==> config.mk <==
export PLATFORM = sky130hd
export DESIGN_NAME = alu_pipe
export DESIGN_NICKNAME = d
export VERILOG_FILES = /design/src/rtl/alu_pkg.sv /design/src/rtl/alu_mul_pipe.sv /design/src/rtl/alu_pipe.sv
export SDC_FILE = /design/constraint.sdc
export NUM_CORES = 2
export LEC_CHECK = 0
export ABC_AREA = 1
export CAP_MARGIN = 25
export CORE_MARGIN = 5
export CORE_UTILIZATION = 55
export CTS_CLUSTER_SIZE = 16
export DETAILED_ROUTE_END_ITERATION = 8
export PLACE_DENSITY = 0.79
export SLEW_MARGIN = 20
export SYNTH_ARGS = -nofsm -noshare
export SYNTH_HDL_FRONTEND = slang
export SYNTH_SLANG_ARGS = --single-unit
==> constraint.sdc <==
create_clock -name clock -period 2.3 [get_ports clock]
set_input_delay 0.345 -clock clock [delete_from_list [all_inputs] [get_ports clock]]
set_output_delay 0.345 -clock clock [all_outputs]
set_load 0.02 [all_outputs]
==> src/rtl/alu_pkg.sv <==
// rtl/alu_pkg.sv - opcodes, request/response structs and widths shared by the ALU stage
package alu_pkg;

  localparam int ALU_DATA_W = 32;
  localparam int ALU_PC_W   = 32;
  localparam int ALU_RF_W   = 5;
  localparam int ALU_OFF_W  = 20;

  typedef enum logic [3:0] {
    OP_ADD  = 4'd0,
    OP_SUB  = 4'd1,
    OP_ADDI = 4'd2,
    OP_MUL  = 4'd3,
    OP_LDB  = 4'd4,
    OP_LDW  = 4'd5,
    OP_STB  = 4'd6,
    OP_STW  = 4'd7,
    OP_BEQ  = 4'd8,
    OP_JUMP = 4'd9
  } alu_op_e;

  typedef enum logic {
    SZ_BYTE = 1'b0,
    SZ_WORD = 1'b1
  } mem_size_e;

  typedef struct packed {
    alu_op_e               opcode;
    logic [ALU_DATA_W-1:0] ra_data;
    logic [ALU_DATA_W-1:0] rb_data;
    logic [ALU_OFF_W-1:0]  offset;
    logic [ALU_RF_W-1:0]   rd_addr;
  } alu_req_t;

  typedef struct packed {
    logic [ALU_DATA_W-1:0] data;
    logic [ALU_DATA_W-1:0] addr;
    logic                  is_store;
    mem_size_e             size;
    logic [ALU_RF_W-1:0]   rd_addr;
    logic                  m_type;
    logic                  r_type;
  } alu_rsp_t;

  // Per-stage side information that travels with a multiply.
  typedef struct packed {
    logic [ALU_RF_W-1:0] rd_addr;
    logic [ALU_PC_W-1:0] pc;
  } mul_tag_t;

endpackage

==> src/rtl/alu_mul_pipe.sv <==
// rtl/alu_mul_pipe.sv - fully pipelined multiplier, one issue per cycle, valid+tag per stage
module alu_mul_pipe #(
  parameter int DATA_WIDTH = 32,
  parameter int LATENCY    = 4,
  parameter type TAG_T     = logic
) (
  input  logic                  clock,
  input  logic                  reset,
  input  logic                  i_en,
  input  logic                  i_flush,
  input  logic                  i_valid,
  input  logic [DATA_WIDTH-1:0] i_a,
  input  logic [DATA_WIDTH-1:0] i_b,
  input  TAG_T                  i_tag,
  output logic                  o_valid,
  output logic [DATA_WIDTH-1:0] o_data,
  output TAG_T                  o_tag
);

  // The consumer's output register supplies the last of the LATENCY cycles.
  localparam int STAGES = LATENCY - 1;

  logic [STAGES-1:0]     r_valid;
  logic [DATA_WIDTH-1:0] r_data [STAGES];
  TAG_T                  r_tag  [STAGES];
  logic [DATA_WIDTH-1:0] w_prod;

  assign w_prod = i_a * i_b;

  always_ff @(posedge clock or negedge reset) begin
    if (!reset) begin
      r_valid <= '0;
      for (int i = 0; i < STAGES; i++) begin
        r_data[i] <= '0;
        r_tag[i]  <= '0;
      end
    end else if (i_flush) begin
      r_valid <= '0;
    end else if (i_en) begin
      r_valid[0] <= i_valid;
      r_data[0]  <= w_prod;
      r_tag[0]   <= i_tag;
      for (int i = 1; i < STAGES; i++) begin
        r_valid[i] <= r_valid[i-1];
        r_data[i]  <= r_data[i-1];
        r_tag[i]   <= r_tag[i-1];
      end
    end
  end

  assign o_valid = r_valid[STAGES-1];
  assign o_data  = r_data[STAGES-1];
  assign o_tag   = r_tag[STAGES-1];

endmodule

==> src/rtl/alu_pipe.sv <==
// rtl/alu_pipe.sv - execute stage: ALU/AGU fast path, branch resolve, pipelined MUL, in-order output
module alu_pipe
  import alu_pkg::*;
#(
  parameter int DATA_WIDTH    = ALU_DATA_W,
  parameter int PC_WIDTH      = ALU_PC_W,
  parameter int RF_ADDR_WIDTH = ALU_RF_W,
  parameter int OFFSET_WIDTH  = ALU_OFF_W,
  parameter int MUL_LATENCY   = 4,
  localparam int CNT_W        = $clog2(MUL_LATENCY + 1)
) (
  input  logic                     clock,
  input  logic                     reset,
  input  logic                     req_valid,
  output logic                     req_ready,
  input  alu_req_t                 req_info,
  input  logic [PC_WIDTH-1:0]      req_pc,
  input  logic                     stall_in,
  input  logic                     flush,
  output logic                     rsp_valid,
  output alu_rsp_t                 rsp_info,
  output logic [PC_WIDTH-1:0]      rsp_pc,
  output logic                     take_branch,
  output logic [PC_WIDTH-1:0]      branch_pc,
  output logic                     bypass_valid,
  output logic [RF_ADDR_WIDTH-1:0] bypass_rd_addr,
  output logic [DATA_WIDTH-1:0]    bypass_data,
  output logic [CNT_W-1:0]         mul_inflight
);

  logic                    w_is_mul, w_mul_busy, w_accept, w_mul_issue;
  logic                    w_fast_valid, w_br_taken;
  logic [OFFSET_WIDTH-1:0] w_offset;
  logic [DATA_WIDTH-1:0]   w_imm;
  alu_rsp_t                w_fast_rsp, w_mul_rsp;
  mul_tag_t                w_issue_tag, w_mul_tag;
  logic                    w_mul_valid;
  logic [DATA_WIDTH-1:0]   w_mul_data;

  logic                    r_rsp_valid, r_rsp_mul, r_take_branch;
  alu_rsp_t                r_rsp_info;
  logic [PC_WIDTH-1:0]     r_rsp_pc, r_branch_pc;
  logic [CNT_W-1:0]        r_inflight;

  assign w_offset    = req_info.offset;
  assign w_imm       = DATA_WIDTH'(w_offset);
  assign w_is_mul    = (req_info.opcode == OP_MUL);
  assign w_mul_busy  = (r_inflight != '0);
  // A non-MUL waits for the multiplier to drain so completions stay in order.
  assign req_ready   = reset & ~stall_in & ~flush & ~(w_mul_busy & ~w_is_mul);
  assign w_accept    = req_valid & req_ready;
  assign w_mul_issue = w_accept & w_is_mul;
  assign w_issue_tag = '{rd_addr: req_info.rd_addr, pc: req_pc};

  always_comb begin
    w_fast_rsp   = '0;
    w_fast_valid = 1'b0;
    w_br_taken   = 1'b0;
    if (w_accept) begin
      w_fast_rsp.rd_addr = req_info.rd_addr;
      case (req_info.opcode)
        OP_ADD, OP_SUB, OP_ADDI: begin
          w_fast_valid      = 1'b1;
          w_fast_rsp.r_type = 1'b1;
          w_fast_rsp.data   = (req_info.opcode == OP_ADD)  ? req_info.ra_data + req_info.rb_data :
                              (req_info.opcode == OP_SUB)  ? req_info.ra_data - req_info.rb_data :
                                                             req_info.ra_data + w_imm;
        end
        OP_LDB, OP_LDW, OP_STB, OP_STW: begin
          w_fast_valid        = 1'b1;
          w_fast_rsp.m_type   = 1'b1;
          w_fast_rsp.addr     = req_info.ra_data + w_imm;
          w_fast_rsp.data     = req_info.rb_data;
          w_fast_rsp.is_store = (req_info.opcode == OP_STB) || (req_info.opcode == OP_STW);
          w_fast_rsp.size     = ((req_info.opcode == OP_LDB) || (req_info.opcode == OP_STB)) ?
                                SZ_BYTE : SZ_WORD;
        end
        OP_BEQ:  w_br_taken = (req_info.ra_data == req_info.rb_data);
        OP_JUMP: w_br_taken = 1'b1;
        default: w_br_taken = 1'b0;
      endcase
    end
  end

  always_comb begin
    w_mul_rsp         = '0;
    w_mul_rsp.data    = w_mul_data;
    w_mul_rsp.rd_addr = w_mul_tag.rd_addr;
    w_mul_rsp.r_type  = 1'b1;
  end

  alu_mul_pipe #(
    .DATA_WIDTH (DATA_WIDTH),
    .LATENCY    (MUL_LATENCY),
    .TAG_T      (mul_tag_t)
  ) u_mul (
    .clock   (clock),
    .reset   (reset),
    .i_en    (~stall_in),
    .i_flush (flush),
    .i_valid (w_mul_issue),
    .i_a     (req_info.ra_data),
    .i_b     (req_info.rb_data),
    .i_tag   (w_issue_tag),
    .o_valid (w_mul_valid),
    .o_data  (w_mul_data),
    .o_tag   (w_mul_tag)
  );

  // A MUL leaves the in-flight count only once its response has been taken downstream.
  always_ff @(posedge clock or negedge reset) begin
    if (!reset) begin
      r_rsp_valid   <= 1'b0;
      r_rsp_mul     <= 1'b0;
      r_rsp_info    <= '0;
      r_rsp_pc      <= '0;
      r_take_branch <= 1'b0;
      r_branch_pc   <= '0;
      r_inflight    <= '0;
    end else begin
      r_take_branch <= w_br_taken;
      if (w_br_taken) r_branch_pc <= PC_WIDTH'(w_offset);
      if (flush) begin
        r_rsp_valid <= 1'b0;
        r_rsp_mul   <= 1'b0;
        r_rsp_info  <= '0;
        r_rsp_pc    <= '0;
        r_inflight  <= '0;
      end else if (!stall_in) begin
        r_rsp_valid <= w_mul_valid | w_fast_valid;
        r_rsp_mul   <= w_mul_valid;
        r_rsp_info  <= w_mul_valid ? w_mul_rsp : w_fast_rsp;
        r_rsp_pc    <= w_mul_valid ? w_mul_tag.pc : req_pc;
        r_inflight  <= r_inflight + CNT_W'(w_mul_issue) - CNT_W'(r_rsp_mul);
      end
    end
  end

  assign rsp_valid      = r_rsp_valid;
  assign rsp_info       = r_rsp_info;
  assign rsp_pc         = r_rsp_pc;
  assign take_branch    = r_take_branch;
  assign branch_pc      = r_branch_pc;
  assign mul_inflight   = r_inflight;
  assign bypass_valid   = r_rsp_valid & r_rsp_info.r_type;
  assign bypass_rd_addr = r_rsp_info.rd_addr;
  assign bypass_data    = r_rsp_info.data;

endmodule

Word level (Yosys, flattened, before mapping)
Index checks and enable logic that the tools add are counted.
Widths: inputs -> output; s select.
{"block": "totals", "word_cells": 86, "regBits": 341, "output_inout_bits": 181}
{"block": "op_classes", "muxes": 26, "eq_ne": 11, "reduce_logical": 8, "multipliers": 1, "bitwise_logic": 12, "add_sub_neg": 5}
{"operator": "$mux 73", "count": 4}
{"operator": "$mux 32", "count": 5}
{"operator": "$pmux 32 s2", "count": 1}
{"operator": "$mux 34", "count": 1}
{"operator": "$add 32x20->32", "count": 1}
{"operator": "$add 32x32->32", "count": 1}
{"operator": "$eq 32x32->1", "count": 1}
{"operator": "$mul 32x32->32", "count": 1}
{"operator": "$sub 32x32->32", "count": 1}
{"operator": "$eq 4x3->1 const B", "count": 4}
{"operator": "$mux 3", "count": 4}
{"operator": "$mux 1", "count": 10}
{"operator": "$eq 4x2->1 const B", "count": 2}
{"operator": "$eq 4x4->1 const B", "count": 2}
{"operator": "$and 1x1->1", "count": 7}
{"operator": "$reduce_or 7->1", "count": 1}
{"operator": "$eq 4x1->1 const B", "count": 1}
{"operator": "$logic_not 4->1", "count": 1}
{"operator": "$not 1->1", "count": 4}
{"operator": "$reduce_or 4->1", "count": 1}
{"operator": "$add 3x1->3", "count": 1}
{"operator": "$reduce_bool 3->1", "count": 1}
{"operator": "$reduce_or 3->1", "count": 1}
{"operator": "$sub 3x1->3", "count": 1}
{"operator": "other kinds (5)", "count": 6}

Longest topological paths before layout
{"block": "depth", "depth_word": 11, "mapped_depth": 34}

Modules after synthesis
A second synthesis with hierarchy kept.
{"block": "unflattened", "cells_unflattened": 5238, "area_unflattened_um2": 38115.3}
{"module": "alu_mul_pipe", "area_each_um2": 25215.4, "cells_per_inst": 3224, "n_inst": 1, "seq_area_each_um2": 5255.0}
{"module": "alu_pipe", "area_each_um2": 12899.9, "cells_per_inst": 2014, "n_inst": 1, "seq_area_each_um2": 3278.1}

Worst setup path after synthesis
No wires, ideal clock.
{"block": "synth_timing", "kind": "input -> register", "from": "input port req_info[68] in the netlist's numbering", "to": "register u_mul.r_data[92] in the netlist's numbering", "slack_ns": -4.307, "setup_ns": 0.123, "arrival_ns": 6.484, "required_ns": 2.177, "path_buffers": 2, "path_stages": 28, "cell_sequence": "clkbuf_1 > buf_1 > nand2_1 > inv_1 > fa_1 > fa_1 > fa_1 > inv_1 > fa_1 > inv_1 > fa_1 > inv_1 > fa_1 > inv_1 > fa_1 > fa_1 > ha_1 > nand2_1 > nor4_1 > nand4_1 > nand3_1 > nand2_1 > nand2_1 > nand2_1 > nand3_1 > a21oi_1 > o21ai_0 > nand2_1"}
{"block": "synth_between", "elab_chain_cells": 1}
{"item": "from (decl)", "line_no": "alu_pipe.sv:16", "rtl": "input alu_req_t req_info,"}
{"item": "$mul 32x32->32", "line_no": "alu_mul_pipe.sv:28", "rtl": "assign w_prod = i_a * i_b;"}
{"item": "to (signal, indexed assignment)", "line_no": "alu_mul_pipe.sv:45", "rtl": "r_data[i] <= r_data[i-1];"}
{"item": "to (decl)", "line_no": "alu_mul_pipe.sv:24", "rtl": "logic [DATA_WIDTH-1:0] r_data [STAGES];"}
No other way between the ends.
A chain may end at the register's enable or synchronous reset.

Final worst setup path
{"block": "layout_timing", "from": "input port req_info[35] in the netlist's numbering", "to": "register u_mul.r_data[95] in the netlist's numbering"}
The elaborated chain is that of the path after synthesis.

==> flow_summary.toml <==
[setup_path]
crit_type = "input pin to flip-flop"
critPathArrivalTime_ns = 7.01
cp.buffers_inverters = 8
critPathTopFamily = "adder cells"
critical_path.max_stage_delay_ns = 0.64
cp.depth = 26
slowest_stage = "fa_1"
crit_path_end_kind = "flip-flop"
r2r_cells = 13
crit_required_ns = 2.77
crit_path_start_kind = "input pin"
worst-path-max-fanout = 6

[layout]
fin_util = 0.821
final_cells = 7079
area_growth_pct = 48.6
drive_above_1_share = 0.314
fin_area_sq_um = 54900
final_nets = 6917

[floorplanning]
core.rowCount = 95
fp.dieH_um = 269
core-area_sq_um = 66900
die_area_sq_um = 72500
boundaryPins = 311
die_w_um = 269
start_util = 0.552

[detailed_routing]
drc = 98
routedWlPerCell_um = 26.3
via_count = 43300
ant_nets = 0
viasPerCell = 6.11
wl_mm = 186
dr.first_iter.drc_count = 6782
dr.pass1.iters = 9

[global_route]
grt-ovfl-total = 0
antenna_found_initial = 18
grt_max_degree = 170
grt_usage = 0.427
grt_pass1_vias = 41500
grt_pass1_wl_mm = 239

[clock_network]
cts.clk_slew.worst_paths_ns = 0.06
worstSkewPairLatency_ns = 0.60
clockBufferDepth = 3
cts-buffers-inserted = 38
cts.sinks = 341
htreeDepth = 2
tritoncts = "yes"
clockRootBuffer = "clkbuf_16"

[timing]
slew_viol_final = 0
hold_violations = 0
period_minus_slack_ns = 6.54
fmax_mhz = 153
worst_hold_slack_ns = 0.105
relSlewSlack = 0.395
finalCritPeriodShare = 2.84
rsz0062_at_grt = "yes"
setup_violations = 87
setup_slack_ns = -4.24
clock_skew_ns = 0.0421
tightest_slew_ns = 0.907

[synth]
synth_mux_area_frac = 0
synth_top_family_by_area = "adder cells"
synth.distinct_cells = 56
synth_area_leaders = "dfrtp_1 23%, fa_1 22%, nand2_1 16%"
synthAdderAreaFrac = 0.293
synthXorXnorAreaFrac = 0.0107
ys_seq_area_frac = 0.231
synth.avg_cell_area_sq_um = 7.32
synth-simple-area-share = 0.235
synth_enable_flop_cells = 0
ys_ff_latch = 341
synthCells = 5050
ys_warn_count = 0
post-synth-top-count-cell = "nand2_1"
synth_top_flop_cell = "dfrtp_1"
synth_compound_area_frac = 0.0874
synth_common_cells = "1609 x nand2_1, 1042 x inv_1, 412 x fa_1"
netlist_area_sq_um = 36900
synthArstFlopShare = 1.00
yosysTopAreaCell = "dfrtp_1"
yosysTopAreaCellShare = 0.231

[place]
placedCellCount = 6730
port_buffers = 298
gp_congestion = 1.01
hpwl_mm = 110
placed_area_sq_um = 47000

[status]
outcome = "finished with violations"
violations = "DRC, setup timing"

[min_path]
hp-class = "input pin to flip-flop"
min_delay_path_depth = 3

[flow_run]
maxCapViolations = 0
cells in the final DEF (no fill, tap or decap), drive strengths merged, types with 11 or more instances in the layout:
cell type / count
nand2: 1611
buf: 1061
inv: 1051
fa: 412
dfrtp: 341
o21ai: 328
clkdlybuf4s50: 236
nand3: 235
ha: 207
nor2: 174
a21oi: 142
clkbuf: 67
nand4: 52
xor2: 23
xnor2: 22
nor3: 22
nand3b: 18
or2: 18
a21o: 14
a32o: 14
o211ai: 13
conb: 12
a31oi: 12
clkinv: 12
bufbuf: 11
o221ai: 11
registers in the layout (all words and copies together) (netlist names):
register,count
u_mul.r_tag,74
u_mul.r_data,64
take_branch,1
branch_pc,20
u_mul.r_valid,3
bypass_rd_addr,5
rsp_pc,32
bypass_data,32
r_rsp_mul,1
rsp_info,36
rsp_valid,1
mul_inflight,3
u_mul.o_tag,37
u_mul.o_data,32
worst reg2reg max path, cell delays in order, from the launching register on:
cell and delay [ns]:
dfrtp_2 0.42, inv_2 0.06, nand2_2 0.05, o21ai_1 0.12
nand2_1 0.09, nor2_4 0.12, nand4_1 0.12, ha_1 0.30
inv_1 0.05, ha_2 0.17, fa_2 0.36, a21oi_2 0.13
o21ai_1 0.08, o21ai_0 0.07
final timing paths:
path	start	to	slack, ns
max in group asynchronous	reset	u_mul.r_data[57]$_DFFE_PN0P_	0.61
worst max-delay path	req_info[35]	u_mul.r_data[95]$_DFFE_PN0P_	-4.24
worst max register to register	mul_inflight[1]$_DFFE_PN0P_	mul_inflight[2]$_DFFE_PN0P_	0.07
min in group asynchronous	reset	u_mul.r_tag[51]$_DFFE_PN0P_	0.42
worst min register to register	u_mul.o_tag[23]$_DFFE_PN0P_	u_mul.o_tag[23]$_DFFE_PN0P_	0.47
worst min-delay path	req_info[11]	branch_pc[6]$_DFFE_PN0P_	0.11
area by class of cell:
class / instances / area, sq um
Tap cell: 873 / 1090
Inverter: 1053 / 3980
Clock inverter: 13 / 156
Multi-Input combinational cell: 3395 / 27100
Clock buffer: 56 / 1120
Sequential cell: 341 / 8540
Antenna cell: 9 / 22.5
Timing Repair Buffer: 1339 / 12900
Fill cell: 3765 / 12000
kinds of logic after synthesis:
logic type                 Yosys count
xor gates and xnor gates            45
other                                1
AOI/OAI and AO/OA                  578
DFF                                341
and+or+nand+nor                   2141
adders and majority gates          619
buffers and inverters             1325
repair_timing:
item                                   4_1_cts  5_1_grt
setup endpoints to repair                  101      100
hold buffers                                 1        0
pin swaps                                  207      361
buffers inserted                           162      106
gates resized for setup                    603      725
endpoints found under the hold margin       28        0
cloned                                      22        3
per-layer routing:
layer | up-vias | global-route usage | routed length, um
li1 | 17500 | - | -
met1 | 20200 | 0.493 | 57900
met2 | 3932 | 0.678 | 78900
met3 | 1639 | 0.135 | 27200
met4 | 22 | 0.301 | 21500
met5 | - | 0 | 493
metrics by stage:
stage	setup WS (ns)	TNS, ns
after global routing	-4.27	-111.65
after floorplan	-3.78	-83.69
after detailed placement	-4.75	-203.52
after CTS	-3.67	-96.30
final	-4.24	-108.20
after global placement	-4.63	-197.28
Power is not shown: default switching activity piles up to over one toggle a cycle in this logic, so the estimate is an artifact.
